File: config.mk
export PLATFORM = sky130hd
export DESIGN_NAME = issue_pair
export DESIGN_NICKNAME = d
export VERILOG_FILES = /design/src/rtl/issue_pair.sv
export SDC_FILE = /design/constraint.sdc
export NUM_CORES = 1
export LEC_CHECK = 0
export CELL_PAD_IN_SITES_DETAIL_PLACEMENT = 0
export CELL_PAD_IN_SITES_GLOBAL_PLACEMENT = 1
export CORE_MARGIN = 3
export CORE_UTILIZATION = 30
export DETAILED_ROUTE_END_ITERATION = 7
export GPL_TIMING_DRIVEN = 0
export PLACE_DENSITY_LB_ADDON = 0.1
export SLEW_MARGIN = 40
export SYNTH_ARGS = -nofsm -noshare
export SYNTH_HDL_FRONTEND = slang
export SYNTH_SLANG_ARGS = --single-unit
File: constraint.sdc
create_clock -name clk -period 8.15 [get_ports clk]
set_input_delay 1.63 -clock clk [delete_from_list [all_inputs] [get_ports clk]]
set_output_delay 1.63 -clock clk [all_outputs]
set_load 0.01 [all_outputs]
File: src/rtl/issue_pair.sv
// Dual-issue pairing stage between fetch and decode.
// Steers each fetched instruction to a decode slot; slot 1 is the memory pipe.
module issue_pair #(
    parameter logic [31:0] NOP = 32'h00000013
) (
    input  logic        clk,
    input  logic        rst,
    input  logic [31:0] instrF_0,
    input  logic [31:0] instrF_1,
    input  logic [31:0] PCF,
    input  logic        validF,
    input  logic        stallD,
    input  logic        flushD,
    output logic [31:0] instrD_0,
    output logic [31:0] instrD_1,
    output logic [31:0] PCD_0,
    output logic [31:0] PCD_1,
    output logic        validD_0,
    output logic        validD_1,
    output logic        swappedD,
    output logic        stallF
);

    typedef enum logic {PAIR, SECOND} state_t;

    state_t      state;
    logic [31:0] cap_instr;
    logic [31:0] cap_pc;

    function automatic logic is_mem(input logic [31:0] x);
        return (x[6:0] == 7'b0000011) || (x[6:0] == 7'b0100011);
    endfunction

    function automatic logic is_ctrl(input logic [31:0] x);
        return (x[6:0] == 7'b1100011) || (x[6:0] == 7'b1101111) ||
               (x[6:0] == 7'b1100111);
    endfunction

    // Stores and branches have no rd; rd=x0 writes nothing
    function automatic logic is_wr(input logic [31:0] x);
        return (x[6:0] != 7'b0100011) && (x[6:0] != 7'b1100011) &&
               (x[11:7] != 5'd0);
    endfunction

    logic        mem0, mem1, ctrl0, ctrl1;
    logic        dep10, dep01;
    logic        straight, swap, split;
    logic [31:0] pc_young;

    // Pair classification and issue decision on the fetch inputs
    always_comb begin
        mem0  = is_mem(instrF_0);
        mem1  = is_mem(instrF_1);
        ctrl0 = is_ctrl(instrF_0);
        ctrl1 = is_ctrl(instrF_1);
        dep10 = is_wr(instrF_0) &&
                ((instrF_0[11:7] == instrF_1[19:15]) ||
                 (instrF_0[11:7] == instrF_1[24:20]));
        dep01 = is_wr(instrF_1) &&
                ((instrF_1[11:7] == instrF_0[19:15]) ||
                 (instrF_1[11:7] == instrF_0[24:20]) ||
                 (instrF_1[11:7] == instrF_0[11:7]));
        straight = !mem0 && !dep10 && !ctrl0;
        swap     = mem0 && !mem1 && !dep10 && !dep01 && !ctrl0 && !ctrl1;
        split    = !straight && !swap;
        pc_young = PCF + 32'd4;
    end

    // Fetch holds its pair while the older half of a split issues
    assign stallF = !rst && (state == PAIR) && validF && split && !flushD;

    // Decode slot registers, split capture and pairing state
    always_ff @(posedge clk or posedge rst) begin
        if (rst) begin
            instrD_0  <= NOP;
            instrD_1  <= NOP;
            PCD_0     <= '0;
            PCD_1     <= '0;
            validD_0  <= 1'b0;
            validD_1  <= 1'b0;
            swappedD  <= 1'b0;
            cap_instr <= NOP;
            cap_pc    <= '0;
            state     <= PAIR;
        end else if (flushD) begin
            instrD_0 <= NOP;
            instrD_1 <= NOP;
            PCD_0    <= '0;
            PCD_1    <= '0;
            validD_0 <= 1'b0;
            validD_1 <= 1'b0;
            swappedD <= 1'b0;
            state    <= PAIR;
        end else if (!stallD) begin
            swappedD <= 1'b0;
            unique case (state)
                PAIR: begin
                    if (!validF) begin
                        instrD_0 <= NOP;
                        instrD_1 <= NOP;
                        PCD_0    <= '0;
                        PCD_1    <= '0;
                        validD_0 <= 1'b0;
                        validD_1 <= 1'b0;
                    end else if (straight) begin
                        instrD_0 <= instrF_0;
                        instrD_1 <= instrF_1;
                        PCD_0    <= PCF;
                        PCD_1    <= pc_young;
                        validD_0 <= 1'b1;
                        validD_1 <= 1'b1;
                    end else if (swap) begin
                        instrD_0 <= instrF_1;
                        instrD_1 <= instrF_0;
                        PCD_0    <= pc_young;
                        PCD_1    <= PCF;
                        validD_0 <= 1'b1;
                        validD_1 <= 1'b1;
                        swappedD <= 1'b1;
                    end else begin
                        instrD_0  <= mem0 ? NOP : instrF_0;
                        instrD_1  <= mem0 ? instrF_0 : NOP;
                        PCD_0     <= mem0 ? '0 : PCF;
                        PCD_1     <= mem0 ? PCF : '0;
                        validD_0  <= !mem0;
                        validD_1  <= mem0;
                        cap_instr <= instrF_1;
                        cap_pc    <= pc_young;
                        state     <= SECOND;
                    end
                end
                SECOND: begin
                    instrD_0 <= is_mem(cap_instr) ? NOP : cap_instr;
                    instrD_1 <= is_mem(cap_instr) ? cap_instr : NOP;
                    PCD_0    <= is_mem(cap_instr) ? '0 : cap_pc;
                    PCD_1    <= is_mem(cap_instr) ? cap_pc : '0;
                    validD_0 <= !is_mem(cap_instr);
                    validD_1 <= is_mem(cap_instr);
                    state    <= PAIR;
                end
                default: state <= PAIR;
            endcase
        end
    end

endmodule
==> results of run 1 <==
layout by cell type, fill, tap and decap left out, types with 21 or more instances in the layout:
cell type,instances
a211oi_1,22
a21oi_1,21
a221oi_1,62
a22o_1,28
a22oi_1,32
buf_2,22
clkbuf_1,72
clkdlybuf4s50_1,205
dfrtp_1,187
inv_1,54
mux2_4,30
nand2_1,107
nand3_1,24
nor2_1,41
nor3_1,57
o21ai_0,71
xnor2_1,47
xor2_1,32
logic make-up (layout without fill, tap and decap cells):
group,count (synthesis),after routing,share of synthesized area (%)
xor gates and xnor gates,79,79,6.32
AOI/OAI and AO/OA,325,325,23.2
and+or+nand+nor,307,307,13.8
adders and majority gates,1,1,0.114
muxes,39,39,5.03
DFF,196,196,44.9
buffers and inverters,164,404,6.65
report_power, final:
part | internal, W | switching (W)
Sequential | 0.00110 | 0.0000995
Combinational | 0.000246 | 0.000255
Clock | 0.000503 | 0.000399
critical path: stages:
cell and delay (ns):
clkdlybuf4s50_1 0.54, xor2_1 0.22, nor3_1 0.20, a22oi_1 0.19
o21ai_2 0.35, clkbuf_1 0.53, nor2_1 0.16, nor4_1 0.34
clkdlybuf4s50_1 0.62
routing by layer:
metal	global-route usage (%)	part of all wire, %	up-vias
met2	33.9	44	326
met1	34.7	50	4980
met4	5.12	1.1	2
met3	3.65	5.2	29
li1	-	-	4524
met5	0	0.029	-
area by class of cell:
| type | instances | share of cell area (%) |
|---|---|---|
| buffer | 109 | 3.66 |
| clock buffer | 25 | 3.61 |
| clock inverter | 7 | 0.666 |
| inverter | 55 | 1.50 |
| multi-input combinational | 751 | 37.3 |
| sequential | 196 | 34.4 |
| tap | 461 | 4.04 |
| timing repair buffer | 208 | 14.8 |
state kept, by name, indices dropped and copies added (netlist names):
name / count
validD_0: 1
PCD_1: 32
swappedD: 1
PCD_0: 32
instrD_0: 32
cap_pc: 32
instrD_1: 32
state: 1
validD_1: 1
cap_instr: 32
how the worst max path moves through the flow:
stage / start / to / cells after the start
CTS: instrF_1[15] / stallF / 9
floorplan: rst / PCD_0[0] / 1
global route: instrF_1[15] / stallF / 9
detailed placement: instrF_1[15] / stallF / 9
global placement: rst / cap_pc[17] / 2
finish: instrF_1[15] / stallF / 9
stage by stage:
stage	area [um2]	worst slack, ns	setup TNS (ns)	total power [W]
finish	14300	1.73	0	0.00260
global route	14300	1.58	0	0.00272
CTS	14300	1.67	0	0.00262
detailed placement	13700	1.69	0	0.00171
global placement	13600	-2.23	-413.88	0.00171
floorplan	11000	1.19	0	0.00147
==> impl_metrics.prom, run 1 <==
# TYPE chip_impl_metric gauge
chip_impl_metric{name="drtPass1Iterations",unit=""} 5
chip_impl_info{name="tritoncts",value="done"} 1
chip_impl_metric{name="cts_buffer_depth",unit=""} 2
chip_impl_metric{name="detailroute.via_count",unit=""} 9861
chip_impl_metric{name="cts-resized-gates",unit=""} 0
chip_impl_metric{name="die_area",unit="um2"} 38800
chip_impl_metric{name="area.sequential",unit="um2"} 4920
chip_impl_metric{name="post-route-min-period",unit="ns"} 6.42
chip_impl_metric{name="clock-sinks",unit=""} 196
chip_impl_metric{name="cts-hold-fix-buffers",unit=""} 0
chip_impl_metric{name="finalCoreUtilization",unit="%"} 39.9
chip_impl_metric{name="antenna_violating_nets_left",unit=""} 0
chip_impl_metric{name="setup_viol",unit=""} 0
chip_impl_metric{name="synth_area",unit="um2"} 11000
chip_impl_metric{name="first_global_vias",unit=""} 10000
chip_impl_info{name="worst_setup_path_start_kind",value="input port"} 1
chip_impl_metric{name="globalRouteTotalUtil",unit="%"} 22.8
chip_impl_metric{name="worstMarginPinSlew",unit="ns"} 0.934
chip_impl_metric{name="placed_cells_incl_taps",unit=""} 1779
chip_impl_metric{name="synth_largest_type_area_fraction",unit="%"} 42.7
chip_impl_info{name="ys_top_cells_by_count",value="dfrtp_1, nand2_1, clkbuf_1, o21ai_0, a221oi_1"} 1
chip_impl_info{name="reg2reg_from",value="state"} 1
chip_impl_metric{name="static-leakage-power",unit="nW"} 5.82
chip_impl_metric{name="routed_wirelength",unit="um"} 44400
chip_impl_metric{name="grt-ovfl-total",unit=""} 0
chip_impl_metric{name="buffer_ports.inserted",unit=""} 205
chip_impl_metric{name="initial_utilization",unit="%"} 30.6
chip_impl_info{name="timing.hold.worst_endpoint",value="PCD_0[24]"} 1
chip_impl_info{name="crit_path_class",value="input port to output pin"} 1
chip_impl_metric{name="synthesis.area_per_instance",unit="um2"} 9.86
chip_impl_metric{name="numCtsBuffers",unit=""} 17
chip_impl_metric{name="n_antenna_cell",unit=""} 0
chip_impl_metric{name="power_density",unit="nW/um2"} 182
chip_impl_metric{name="multi_input_area",unit="um2"} 5320
chip_impl_metric{name="post_synth_num_cell_types",unit=""} 66
chip_impl_metric{name="period_share",unit="%"} 78.7
chip_impl_metric{name="first_pass_grt_wire_length",unit="um"} 66400
chip_impl_metric{name="seq_area_frac_synth",unit="%"} 44.9
chip_impl_metric{name="post-route-drc-count",unit=""} 0
chip_impl_metric{name="report.final.hold_viol_count",unit=""} 0
chip_impl_metric{name="final.setup_skew",unit="ns"} 0.0104
chip_impl_metric{name="hpwl",unit="um"} 32500
chip_impl_info{name="synthTopCellsByArea",value="dfrtp_1, a221oi_1, mux2_4"} 1
chip_impl_metric{name="worstSkewPairLatency",unit="ns"} 0.45
chip_impl_metric{name="design.portCount",unit=""} 233
chip_impl_metric{name="coreArea",unit="um2"} 35700
chip_impl_metric{name="nFillCells",unit=""} 3649
chip_impl_metric{name="postSynth.asyncResetShare",unit="%"} 100
chip_impl_metric{name="syn_inst",unit=""} 1111
chip_impl_metric{name="design.final.nets",unit=""} 1440
chip_impl_info{name="synth_most_common_cell",value="dfrtp_1"} 1
chip_impl_metric{name="regToRegSetupSlack",unit="ns"} 4.76
chip_impl_info{name="worst_hold_path_type",value="flop to flop"} 1
chip_impl_info{name="reg2reg_to",value="PCD_0[20]"} 1
chip_impl_metric{name="wl_per_cell",unit="um"} 24.5
chip_impl_metric{name="min_path_cells",unit=""} 2
chip_impl_metric{name="postSynthNetCount",unit=""} 1213
chip_impl_metric{name="fin_worst_hold_slack",unit="ns"} 0.494
chip_impl_metric{name="synth_seq_cells",unit=""} 196
chip_impl_metric{name="syn_to_final_growth",unit="%"} 30.4
chip_impl_metric{name="ys.warnings.count",unit=""} 0
chip_impl_info{name="unrepaired_setup_endpoints_after_global_routing",value="false"} 1
chip_impl_metric{name="die-height",unit="um"} 197
chip_impl_metric{name="maxCapViolCount",unit=""} 0
chip_impl_metric{name="fp-row-count",unit=""} 69
chip_impl_metric{name="post-cts-setup-buffer-count",unit=""} 0
chip_impl_info{name="ys.flop_type",value="dfrtp_1"} 1
chip_impl_metric{name="timing_max_transition_violations_final",unit=""} 0
chip_impl_metric{name="gp_congestion",unit=""} 0.816
chip_impl_info{name="synth.largest_area_cell",value="dfrtp_1"} 1
chip_impl_metric{name="timing.critical_path.fanout_max",unit=""} 10
chip_impl_metric{name="irDropWorstVdd",unit="uV"} 152
chip_impl_info{name="run_status",value="finished clean"} 1
chip_impl_metric{name="die_x",unit="um"} 197
chip_impl_metric{name="worst_slew_margin_rel",unit="%"} 37.5
chip_impl_metric{name="vias_per_cell",unit=""} 5.44
chip_impl_info{name="clk_root_buffer_cell",value="clkbuf_16"} 1
chip_impl_metric{name="drt_first_iter_violations",unit=""} 704
chip_impl_metric{name="synth-edff-count",unit=""} 0
chip_impl_metric{name="initial_antenna_violation_count",unit=""} 2
chip_impl_metric{name="grt_max_degree",unit=""} 73
chip_impl_info{name="hold_path.startpoint",value="PCD_0[24]"} 1
chip_impl_metric{name="drive_gt1_share",unit="%"} 11.5
chip_impl_metric{name="cts.htree.levels",unit=""} 4
chip_impl_metric{name="worst_setup_hold_path_clk_slew",unit="ns"} 0.07
chip_impl_metric{name="worstRegToRegCells",unit=""} 9
chip_impl_metric{name="max_freq",unit="MHz"} 156
chip_impl_metric{name="worstPathRequired",unit="ns"} 6.52
chip_impl_metric{name="finalNonFillerCells",unit=""} 1812
chip_impl_metric{name="worst-endpoint-arrival",unit="ns"} 4.79
chip_impl_info{name="endpoint_kind",value="output pin"} 1
Note: power is estimated with default switching activity, not from simulation.
==> inputs of run 2 (changes only) <==
- clock period: 8.15 -> 6.5 ns (I/O delays scaled with it)
==> run 2 against run 1 <==
Critical path depth is the same. First-iteration DRC count grew 2.6%. Clock power grew 32%. Hold slack gained 0.0039 ns. Power grew 28%. Via count grew 0.97%. Clock-buffer cell count shrank 4. Sequential power grew 25%. Combinational power grew 29%. Global-route usage grew 0.30 points. Critical endpoint unchanged. Highest routed layer unchanged.
==> impl_metrics.prom, run 2 (synthesis gave the netlist of run 1 again) <==
# TYPE chip_impl_metric gauge
chip_impl_info{name="run_status",value="finished clean"} 1
chip_impl_metric{name="detailroute.via_count",unit=""} 9957
chip_impl_metric{name="post-cts-setup-buffer-count",unit=""} 0
chip_impl_metric{name="cts.htree.levels",unit=""} 4
chip_impl_metric{name="numCtsBuffers",unit=""} 17
chip_impl_metric{name="worst_setup_hold_path_clk_slew",unit="ns"} 0.07
chip_impl_metric{name="report.final.hold_viol_count",unit=""} 0
chip_impl_metric{name="timing_max_transition_violations_final",unit=""} 0
chip_impl_info{name="worst_setup_path_start_kind",value="input port"} 1
chip_impl_metric{name="worstRegToRegCells",unit=""} 9
chip_impl_info{name="most_used_cells_in_the_layout_excluding_fill_and_tap_cells",value="clkdlybuf4s50_1, dfrtp_1, nand2_1"} 1
chip_impl_metric{name="design.final.nets",unit=""} 1448
chip_impl_metric{name="pwr-share-seq",unit="%"} 44.9
chip_impl_info{name="reg2reg_to",value="PCD_0[22]"} 1
chip_impl_metric{name="die_x",unit="um"} 197
chip_impl_metric{name="power_density",unit="nW/um2"} 230
chip_impl_metric{name="fin_setup_tns",unit="ns"} 0
chip_impl_info{name="layout_commonest_cell",value="clkdlybuf4s50_1"} 1
chip_impl_info{name="crit_path_class",value="input port to output pin"} 1
chip_impl_metric{name="gp_congestion",unit=""} 0.821
chip_impl_metric{name="setup_slack",unit="ns"} 0.655
chip_impl_metric{name="drt_first_iter_violations",unit=""} 722
chip_impl_metric{name="initial_antenna_violation_count",unit=""} 4
chip_impl_metric{name="static-leakage-power",unit="nW"} 5.93
chip_impl_metric{name="antenna_violating_nets_left",unit=""} 0
chip_impl_metric{name="regToRegSetupSlack",unit="ns"} 3.04
chip_impl_metric{name="first_pass_grt_wire_length",unit="um"} 66800
chip_impl_metric{name="worst-endpoint-arrival",unit="ns"} 4.55
chip_impl_metric{name="initial_utilization",unit="%"} 30.6
chip_impl_metric{name="post-place-ws",unit="ns"} 0.682
chip_impl_metric{name="p_sw",unit="W"} 0.000962
chip_impl_metric{name="clkPwrFrac",unit="%"} 35.8
chip_impl_metric{name="routed_wirelength",unit="um"} 44700
chip_impl_metric{name="die-height",unit="um"} 197
chip_impl_metric{name="cts-resized-gates",unit=""} 0
chip_impl_metric{name="first_global_vias",unit=""} 10100
chip_impl_info{name="hold_path.startpoint",value="validD_1"} 1
chip_impl_metric{name="hpwl",unit="um"} 33100
chip_impl_metric{name="power.share.combinational",unit="%"} 19.3
chip_impl_metric{name="drtPass1Iterations",unit=""} 5
chip_impl_metric{name="grt-ovfl-total",unit=""} 0
chip_impl_metric{name="buffer_ports.inserted",unit=""} 205
chip_impl_metric{name="die_area",unit="um2"} 38800
chip_impl_metric{name="vias_per_cell",unit=""} 5.47
chip_impl_info{name="reg2reg_from",value="state"} 1
chip_impl_info{name="endpoint_kind",value="output pin"} 1
chip_impl_metric{name="grt_max_degree",unit=""} 23
chip_impl_metric{name="worstSkewPairLatency",unit="ns"} 0.46
chip_impl_metric{name="max_freq",unit="MHz"} 171
chip_impl_metric{name="maxCapViolCount",unit=""} 0
chip_impl_metric{name="post-route-drc-count",unit=""} 0
chip_impl_metric{name="min_path_cells",unit=""} 1
chip_impl_info{name="unrepaired_setup_endpoints_after_global_routing",value="false"} 1
chip_impl_metric{name="globalRouteTotalUtil",unit="%"} 23.1
chip_impl_info{name="timing.hold.worst_endpoint",value="validD_1"} 1
chip_impl_metric{name="cts-hold-fix-buffers",unit=""} 0
chip_impl_metric{name="setup_viol",unit=""} 0
chip_impl_metric{name="cts_buffer_depth",unit=""} 2
chip_impl_metric{name="fp-row-count",unit=""} 69
chip_impl_metric{name="finalCoreUtilization",unit="%"} 40.7
chip_impl_metric{name="drive_gt1_share",unit="%"} 12.2
chip_impl_metric{name="worstPathRequired",unit="ns"} 5.20
chip_impl_metric{name="post-route-min-period",unit="ns"} 5.85
chip_impl_metric{name="period_share",unit="%"} 89.9
chip_impl_metric{name="design.portCount",unit=""} 233
chip_impl_metric{name="clock-sinks",unit=""} 196
chip_impl_metric{name="nFillCells",unit=""} 3582
chip_impl_metric{name="cell_internal_power",unit="W"} 0.00238
chip_impl_metric{name="final.setup_skew",unit="ns"} 0.0135
chip_impl_info{name="clk_root_buffer_cell",value="clkbuf_16"} 1
chip_impl_metric{name="timing.critical_path.fanout_max",unit=""} 10
chip_impl_metric{name="syn_to_final_growth",unit="%"} 32.7
chip_impl_info{name="tritoncts",value="done"} 1
chip_impl_metric{name="wl_per_cell",unit="um"} 24.6
chip_impl_info{name="worst_hold_path_type",value="flop to flop"} 1
chip_impl_metric{name="worstMarginPinSlew",unit="ns"} 0.846
chip_impl_metric{name="coreArea",unit="um2"} 35700
chip_impl_metric{name="irDropWorstVdd",unit="uV"} 197
chip_impl_metric{name="power.share.switching",unit="%"} 28.8
chip_impl_metric{name="worst_slew_margin_rel",unit="%"} 43.6
run 2: cell count changes in the layout (fill, tap and decap cells not counted), moves of 2 or more:
cell       delta
bufinv_16     +2
clkbuf_8      -3
buf_16        +7
inv_6         +2
run 2: worst max-delay path by stage:
stage	startpoint	end	slack, ns	cells after the start
2_1_floorplan	instrF_0[7]	stallF	2.35	8
3_3_place_gp	rst	cap_instr[27]	0.57	2
3_5_place_dp	instrF_1[15]	stallF	0.68	9
4_1_cts	instrF_1[21]	stallF	0.65	9
5_1_grt	instrF_1[21]	stallF	0.52	9
6_report	instrF_1[21]	stallF	0.65	9
run 2: worst max-delay path, stage by stage:
cell	delay, ns
clkdlybuf4s50_1	0.54
xor2_1	0.22
nor3_1	0.21
a22oi_1	0.17
o21ai_2	0.37
clkbuf_1	0.53
nor2_1	0.12
nor4_1	0.44
clkdlybuf4s50_1	0.65
run 2: cell type report:
cell class	instances	area (um2)	area share, %
flip-flops and latches	196	4920	33.8
clock buffers	21	470	3.24
inverters	55	210	1.45
repair buffers	216	2330	16.1
clock inverters	11	173	1.19
diodes	1	2.50	0.0172
multi-input cells	751	5330	36.7
well taps	461	577	3.97
plain buffers	109	523	3.60
run 2: power by group through the flow:
stage               logic [W]  clock network, W  registers, W
finish               0.000645           0.00119       0.00150
global route         0.000705           0.00126       0.00152
CTS                  0.000650           0.00122       0.00150
detailed placement   0.000646                 0       0.00152
global placement     0.000619                 0       0.00152
floorplan            0.000333                 0       0.00151
run 2: metal layers:
layer	vias up	global-route usage (%)	routed length [um]
li1	4541	-	-
met1	5033	34.4	22100
met2	337	34.8	19700
met3	42	3.72	2230
met4	4	6.10	727
met5	-	0	23
run 2: metrics by stage:
stage | total power [W] | instances | hold WS (ns) | area, um2
2_1_floorplan | 0.00184 | 1111 | 0.471 | 11000
3_3_place_gp | 0.00214 | 1777 | 0.475 | 13600
3_5_place_dp | 0.00217 | 1788 | 0.465 | 13900
4_1_cts | 0.00337 | 1820 | 0.495 | 14500
5_1_grt | 0.00349 | 1820 | 0.509 | 14500
6_report | 0.00334 | 1821 | 0.498 | 14500
==> inputs of run 3 (changes only) <==
- SLEW_MARGIN: 40 -> unset
==> run 3 against run 2 <==
Power shrank 3.4%. Flip-flop and latch count is the same. Worst setup slack gained 0.024 ns. Cell count shrank 0.27%. Critical endpoint unchanged.
==> impl_metrics.prom, run 3 (synthesis gave the netlist of run 1 again) <==
# TYPE chip_impl_metric gauge
chip_impl_info{name="run_status",value="finished clean"} 1
chip_impl_metric{name="timing_max_transition_violations_final",unit=""} 0
chip_impl_metric{name="setup_viol",unit=""} 0
chip_impl_metric{name="hpwl",unit="um"} 32700
chip_impl_metric{name="finalNonFillerCells",unit=""} 1816
chip_impl_metric{name="die_x",unit="um"} 197
chip_impl_metric{name="max_freq",unit="MHz"} 172
chip_impl_metric{name="syn_to_final_growth",unit="%"} 30.4
chip_impl_metric{name="cts-hold-fix-buffers",unit=""} 0
chip_impl_metric{name="design.portCount",unit=""} 233
chip_impl_metric{name="post-route-min-period",unit="ns"} 5.82
chip_impl_metric{name="drtPass1Iterations",unit=""} 5
chip_impl_metric{name="totalPowerFinal",unit="W"} 0.00323
chip_impl_info{name="hold_path.startpoint",value="validD_1"} 1
chip_impl_metric{name="nFillCells",unit=""} 3632
chip_impl_metric{name="fin_setup_tns",unit="ns"} 0
chip_impl_metric{name="die_area",unit="um2"} 38800
chip_impl_metric{name="initial_utilization",unit="%"} 30.6
chip_impl_metric{name="worst-endpoint-arrival",unit="ns"} 4.52
chip_impl_info{name="tritoncts",value="done"} 1
chip_impl_info{name="reg2reg_to",value="PCD_0[20]"} 1
chip_impl_metric{name="worst_slew_margin_rel",unit="%"} 28.7
chip_impl_metric{name="die-height",unit="um"} 197
chip_impl_metric{name="drive_gt1_share",unit="%"} 11.2
chip_impl_info{name="unrepaired_setup_endpoints_after_global_routing",value="false"} 1
chip_impl_metric{name="period_share",unit="%"} 89.6
chip_impl_info{name="most_used_cells_in_the_layout_excluding_fill_and_tap_cells",value="clkdlybuf4s50_1, dfrtp_1, nand2_1"} 1
chip_impl_metric{name="cts.htree.levels",unit=""} 4
chip_impl_metric{name="worstMarginPinSlew",unit="ns"} 1.06
chip_impl_info{name="worstPathCellList",value="clkdlybuf4s50_1 -> xor2_1 -> nor3_1 -> a22oi_1 -> o21ai_2 -> clkbuf_1 -> nor2_1 -> nor4_1 -> clkdlybuf4s50_1"} 1
chip_impl_metric{name="buffer_ports.inserted",unit=""} 205
chip_impl_metric{name="design.final.nets",unit=""} 1443
chip_impl_metric{name="timing.critical_path.slowest_cell_delay",unit="ns"} 0.63
chip_impl_metric{name="fp-row-count",unit=""} 69
chip_impl_metric{name="grt-ovfl-total",unit=""} 0
chip_impl_info{name="crit_path_class",value="input port to output pin"} 1
chip_impl_metric{name="gp_congestion",unit=""} 0.821
chip_impl_info{name="cp_slowest_cell",value="clkdlybuf4s50_1"} 1
chip_impl_metric{name="drt_first_iter_violations",unit=""} 729
chip_impl_metric{name="vias_per_cell",unit=""} 5.45
chip_impl_metric{name="cts-resized-gates",unit=""} 0
chip_impl_metric{name="irDropWorstVdd",unit="uV"} 195
chip_impl_metric{name="report.final.hold_viol_count",unit=""} 0
chip_impl_metric{name="cts_buffer_depth",unit=""} 2
chip_impl_metric{name="first_pass_grt_wire_length",unit="um"} 67100
chip_impl_metric{name="coreArea",unit="um2"} 35700
chip_impl_metric{name="grt_max_degree",unit=""} 38
chip_impl_info{name="endpoint_kind",value="output pin"} 1
chip_impl_metric{name="antenna_violating_nets_left",unit=""} 0
chip_impl_metric{name="finalCoreUtilization",unit="%"} 40.0
chip_impl_info{name="timing.hold.worst_endpoint",value="validD_1"} 1
chip_impl_metric{name="post-route-drc-count",unit=""} 0
chip_impl_metric{name="final.setup_skew",unit="ns"} 0.0117
chip_impl_metric{name="post-cts-setup-buffer-count",unit=""} 0
chip_impl_metric{name="placed_cells_incl_taps",unit=""} 1783
chip_impl_metric{name="regToRegSetupSlack",unit="ns"} 3.08
chip_impl_metric{name="wl_per_cell",unit="um"} 24.7
chip_impl_info{name="layout_commonest_cell",value="clkdlybuf4s50_1"} 1
chip_impl_info{name="reg2reg_from",value="state"} 1
chip_impl_metric{name="worstPathRequired",unit="ns"} 5.20
chip_impl_metric{name="min_path_cells",unit=""} 1
chip_impl_metric{name="worstSkewPairLatency",unit="ns"} 0.46
chip_impl_info{name="worst_hold_path_type",value="flop to flop"} 1
chip_impl_metric{name="timing.critical_path.fanout_max",unit=""} 10
chip_impl_metric{name="routed_wirelength",unit="um"} 44800
chip_impl_info{name="clk_root_buffer_cell",value="clkbuf_16"} 1
chip_impl_metric{name="worstRegToRegCells",unit=""} 9
chip_impl_metric{name="detailroute.via_count",unit=""} 9899
chip_impl_metric{name="power_density",unit="nW/um2"} 226
chip_impl_metric{name="clock-sinks",unit=""} 196
chip_impl_metric{name="first_global_vias",unit=""} 10100
chip_impl_metric{name="numCtsBuffers",unit=""} 17
chip_impl_metric{name="maxCapViolCount",unit=""} 0
chip_impl_metric{name="initial_antenna_violation_count",unit=""} 5
chip_impl_metric{name="globalRouteTotalUtil",unit="%"} 23.1
chip_impl_info{name="worst_setup_path_start_kind",value="input port"} 1
chip_impl_metric{name="static-leakage-power",unit="nW"} 5.81
chip_impl_metric{name="worst_setup_hold_path_clk_slew",unit="ns"} 0.07
chip_impl_info{name="critical_path.most_common_cell",value="clkdlybuf4s50_1"} 1
run 3: changes by cell type in the layout (fill, tap and decap cells not counted), sizes merged:
cell      before  now
clkbuf        94   96
clkinv         4    3
inv           56   55
buf           47   42
clkinvlp       2    4
bufinv         4    2
run 3: critical path, delay by kind of cell:
| kind | cells | cell delay [ns] |
|---|---|---|
| buffers and inverters | 3 | 1.71 |
| AND/OR/NAND/NOR | 3 | 0.70 |
| AO/OA/AOI/OAI | 2 | 0.57 |
| XOR/XNOR | 1 | 0.23 |
run 3: layer usage:
layer / part of all wire, % / track usage, %
met5: 0.067 / 0
met4: 1.4 / 5.15
met3: 6.4 / 5.27
met2: 44 / 34.7
met1: 48 / 33.9
run 3: how the worst max path moves through the flow:
| stage | startpoint | end | slack (ns) | cells after the start |
|---|---|---|---|---|
| 2_1_floorplan | instrF_0[7] | stallF | 2.35 | 8 |
| 3_3_place_gp | rst | cap_instr[27] | 0.57 | 2 |
| 3_5_place_dp | instrF_1[15] | stallF | 0.68 | 9 |
| 4_1_cts | instrF_1[15] | stallF | 0.62 | 9 |
| 5_1_grt | instrF_1[15] | stallF | 0.41 | 9 |
| 6_report | instrF_1[15] | stallF | 0.68 | 9 |
run 3: stage by stage:
step | hold WS (ns) | setup WS (ns) | area, um2
2_1_floorplan | 0.471 | 2.35 | 11000
3_3_place_gp | 0.475 | 0.571 | 13600
3_5_place_dp | 0.467 | 0.680 | 13700
4_1_cts | 0.497 | 0.619 | 14300
5_1_grt | 0.518 | 0.406 | 14300
6_report | 0.496 | 0.679 | 14300
run 3: cell type report:
class / count / area [um2] / area share, %
diodes: 1 / 2.50 / 0.0175
clock inverters: 9 / 106 / 0.745
well taps: 461 / 577 / 4.04
flip-flops and latches: 196 / 4920 / 34.4
multi-input cells: 751 / 5310 / 37.2
clock buffers: 23 / 468 / 3.28
repair buffers: 211 / 2170 / 15.2
inverters: 55 / 210 / 1.47
plain buffers: 109 / 522 / 3.65
run 3: where the power goes:
part           internal, W  switching [W]
clock network     0.000588       0.000509
registers          0.00138       0.000124
logic             0.000312       0.000319
==> edit 1, RTL diff (flow settings as in run 2) <==
Make the reset (`rst`) synchronous in one clocked block.
--- a/src/rtl/issue_pair.sv
+++ b/src/rtl/issue_pair.sv
@@ -70,7 +70,7 @@
     assign stallF = !rst && (state == PAIR) && validF && split && !flushD;
 
     // Decode slot registers, split capture and pairing state
-    always_ff @(posedge clk or posedge rst) begin
+    always_ff @(posedge clk) begin
         if (rst) begin
             instrD_0  <= NOP;
             instrD_1  <= NOP;
Check against the original RTL: not equivalent (a bounded check fails within 4 cycles, from zero or initial values and one cycle with rst high; the reset may be asserted at any time).
==> edit 1 against run 2 <==
Sequential share of layout area decreased by 4.0 points; power fell by 16%; synthesized area decreased by 9.8%; via count up 13%; design area fell by 9.3%; core utilization grew 0.45 points; global-route usage increased by 4.5 points; sequential cell count stayed put; routed wire length up 13%; register-to-register slack better by 0.25 ns; fmax up 0.17%; setup slack improved by 0.0099 ns.
==> edit 1: results (changes against run 2) <==
| Metric | Value |
|---|---|
| RR Startpoint | cap_instr[2] (was state) |
| M1 WL | 22.3 mm (was 22.1 mm) |
| Synth Area in Adders | 0.127% (was 0.114%) |
| DR vias | 11,300 (was 9,957) |
| Gpl congestion | 0.926 (was 0.821) |
| DRT iter0 DRCs | 1,513 (was 722) |
| Arrival @ worst endpoint | 4.54 ns (was 4.55 ns) |
| Met2 global-route usage | 44.3% (was 34.8%) |
| Largest net degree at the start of global routing | 19 (was 23) |
| Count of different cell masters after synthesis | 54 (was 66) |
| Post-synthesis mux area share | 0% (was 5.03%) |
| Grt met3 use | 6.58% (was 3.72%) |
| Hold EP | cap_instr[2] (was validD_1) |
| Initial antenna violation count | 0 (was 4) |
| Port bufs | 217 (was 205) |
| Met2 wire length | 22.8 mm (was 19.7 mm) |
| Highest metal used | met4 (was met5) |
| Tot GR Track Use | 27.6% (was 23.1%) |
| Top cells by area, synth | dfxtp_1 40%, a21oi_1 6.7%, a222oi_1 4.7% (was dfrtp_1 43%, a221oi_1 5.0%, mux2_4 4.1%) |
| Clock share of power | 39.3% (was 35.8%) |
| Placed Area | 0.0126 mm² (was 0.0139 mm²) |
| Fraction of area in multi-input gates | 40.6% (was 36.7%) |
| Synth Cell Area | 0.00988 mm² (was 0.0110 mm²) |
| Worst R2R End | PCD_1[5] (was PCD_0[22]) |
| Power per cell area | 212 mW/mm² (was 230 mW/mm²) |
| Sw Ratio | 31.5% (was 28.8%) |
| M1 GR Usage | 36.8% (was 34.4%) |
| Hpwl dp | 36.3 mm (was 33.1 mm) |
| Cells on worst reg2reg path | 7 (was 9) |
| Outcome | complete, no violations (unchanged) |
| Seq/Total Area, Yosys | 39.7% (was 44.9%) |
| Final-layout clock-cell area share | 4.33% (was 4.43%) |
| Slew of the pin with the lowest slew margin | 0.942 ns (was 0.846 ns) |
| Net Count, Synth | 1,321 (was 1,213) |
| Comb_multi_in | 870 (was 751) |
| Combinational gate power | 454 µW (was 645 µW) |
| Worst hold slack | 0.494 ns (was 0.498 ns) |
| Flip-flop and latch share of the layout cell area | 29.8% (was 33.8%) |
| Clkbuf count | 20 (was 21) |
| # nets final | 1,557 (was 1,448) |
| Met3 WL post-DR | 3.96 mm (was 2.23 mm) |
==> edit 1: cell types whose count changed in the layout (fill, tap and decap cells not counted), sizes merged, moves of 36 or more <==
| cell | run 2 | this run |
|---|---|---|
| a21oi | 21 | 134 |
| dfxtp | 0 | 196 |
| clkbuf | 94 | 131 |
| o31ai | 0 | 36 |
| a221oi | 82 | 32 |
| dfrtp | 187 | 0 |
| inv | 56 | 16 |
| a222oi | 1 | 46 |
| mux2 | 38 | 0 |
==> edit 1: through the flow <==
step	cells	utilization [%]
detailed placement	1871	39.3
CTS	1903	41.1
floorplan	1219	-
global placement	1871	39.3
global route	1903	41.1
finish	1904	41.1
==> edit 1: critical path: stages <==
cell and delay (ns):
clkdlybuf4s50_1 0.64, xor2_1 0.18, nor2_1 0.07, a22oi_1 0.40, o21ai_2 0.18, buf_6 0.19
a21oi_4 0.43, clkbuf_1 0.47, nor3_1 0.15, clkdlybuf4s50_1 0.52
==> edit 2, RTL diff (flow settings as in run 2) <==
Without the edit above. The parameter `NOP` goes from 32'h00000013 to 32'h00000010.
--- a/src/rtl/issue_pair.sv
+++ b/src/rtl/issue_pair.sv
@@ -1,7 +1,7 @@
 // Dual-issue pairing stage between fetch and decode.
 // Steers each fetched instruction to a decode slot; slot 1 is the memory pipe.
 module issue_pair #(
-    parameter logic [31:0] NOP = 32'h00000013
+    parameter logic [31:0] NOP = 32'h00000010
 ) (
     input  logic        clk,
     input  logic        rst,
Check against the original RTL: not equivalent (a bounded check fails within 4 cycles, from zero or initial values and one cycle with rst high).
==> edit 2 against run 2 <==
Register-to-register slack gained 0.44 ns; synthesized area down 0.91%; sequential cell count is the same; power shrank 1.2%; routed wire length shrank 3.6%; die area shrank 0.89%; sequential power barely moved; count of clock-buffer cells in the layout decreased by 1; combinational power fell by 2%; design area fell by 1.3%; setup slack worse by 0.41 ns.
==> edit 2: results (changes against run 2) <==
| Metric | Value |
|---|---|
| Met2 wire length | 21.0 mm (was 19.7 mm) |
| Net Count, Synth | 1,180 (was 1,213) |
| Syn_area_per_cell | 10.1 µm² (was 9.86 µm²) |
| Cell Count, Final, Fillers Out | 1,787 (was 1,821) |
| Finished Cell Area | 0.0143 mm² (was 0.0145 mm²) |
| First-pass GRT wire length | 64.1 mm (was 66.8 mm) |
| Peak VDD IR | 0.193 mV (was 0.197 mV) |
| Cell count after placement | 1,754 (was 1,788) |
| Cts repair resizes | 0 (unchanged) |
| Initial antenna violation count | 2 (was 4) |
| Met3 WL post-DR | 1.96 mm (was 2.23 mm) |
| ANT nets after route | 0 (unchanged) |
| Arrival @ worst endpoint | 4.96 ns (was 4.55 ns) |
| Top cells by area, synth | dfrtp_1 45%, a221oi_1 7.5%, mux2_2 5.4% (was dfrtp_1 43%, a221oi_1 5.0%, mux2_4 4.1%) |
| Seq/Total Area, Yosys | 45.2% (was 44.9%) |
| Clk_skew | 0.0111 ns (was 0.0135 ns) |
| Place WS | 0.250 ns (was 0.682 ns) |
| Count of different cell masters after synthesis | 64 (was 66) |
| Top cells by count, synth | 193 x dfrtp_1, 97 x nand2_1, 93 x a221oi_1 (was 187 x dfrtp_1, 107 x nand2_1, 71 x clkbuf_1, 71 x o21ai_0, 62 x a221oi_1) |
| Fill cell count | 3,565 (was 3,582) |
| Number of global-route vias before repair | 9,771 (was 10,100) |
| Worst min path class | register to register (unchanged) |
| Routed len/inst | 24.1 µm (was 24.6 µm) |
| Tot GR Track Use | 22.1% (was 23.1%) |
| Largest net degree at the start of global routing | 24 (was 23) |
| Outcome | complete, no violations (unchanged) |
| Synth warnings | 0 (unchanged) |
| Sw Ratio | 29.2% (was 28.8%) |
| Root Buffer | clkbuf_16 (unchanged) |
| DRT iter0 DRCs | 568 (was 722) |
| Via density | 5.38 (was 5.47) |
| Gpl congestion | 0.792 (was 0.821) |
| Ys async rst share | 100% (unchanged) |
| # nets final | 1,414 (was 1,448) |
| Primary FF master, synth | dfrtp_1 (unchanged) |
| Hpwl dp | 31.3 mm (was 33.1 mm) |
| M1 WL | 19.5 mm (was 22.1 mm) |
| Lkg Pwr | 5.65 nW (was 5.93 nW) |
| Highest metal used | met5 (unchanged) |
| Fraction of layout instances using a drive strength above 1 | 14.3% (was 12.2%) |
| Placed Area | 0.0137 mm² (was 0.0139 mm²) |
| Slew of the pin with the lowest slew margin | 0.838 ns (was 0.846 ns) |
## edit 2: per-layer routing
layer  track usage (%)  vias up
met4              5.55        2
met3              3.28       39
met1              30.1     4845
met5                 0        -
met2              37.0      277
li1                  -     4456
## edit 2: power groups by stage
stage	logic (mW)	registers (mW)	clock network, mW
2_1_floorplan	0.323	1.51	0
3_3_place_gp	0.614	1.52	0
3_5_place_dp	0.635	1.52	0
4_1_cts	0.638	1.50	1.19
5_1_grt	0.684	1.52	1.23
6_report	0.631	1.50	1.17
## edit 2: critical path: stages
cell	delay, ns
clkdlybuf4s50_1	0.64
nand3b_1	0.12
nor4_1	0.75
or3_1	0.25
o31a_2	0.28
a21oi_4	0.11
clkbuf_1	0.31
nor4_1	0.53
clkdlybuf4s50_1	0.65
## edit 2: cell type report
type                    instances  share of cell area [%]
multi-input cells             711                    36.4
flip-flops and latches        196                    34.2
repair buffers                215                    15.9
well taps                     461                    4.02
plain buffers                 107                    3.46
clock buffers                  20                    3.04
inverters                      64                    1.70
clock inverters                12                    1.26
diodes                          1                  0.0174
## edit 2: cell families after synthesis
group | synth area share [%]
muxes | 5.89
buffers and inverters | 6.76
AOI/OAI and AO/OA | 23.5
xor gates and xnor gates | 6.38
adders and majority gates | 0.115
and+or+nand+nor | 12.1
DFF | 45.2
## edit 2: path summary, 6_finish.rpt
check	startpoint	end	slack, ns	depth (start not counted)
setup / recovery	instrF_1[0]	stallF	0.24	9
hold / removal	instrD_1[4]	instrD_1[4]	0.48	2
setup reg to reg	cap_instr[4]	PCD_0[9]	3.48	8
hold reg to reg	instrD_1[4]	instrD_1[4]	0.48	2
max in group asynchronous	rst	PCD_1[5]	4.14	6
min in group asynchronous	rst	PCD_1[26]	1.31	2
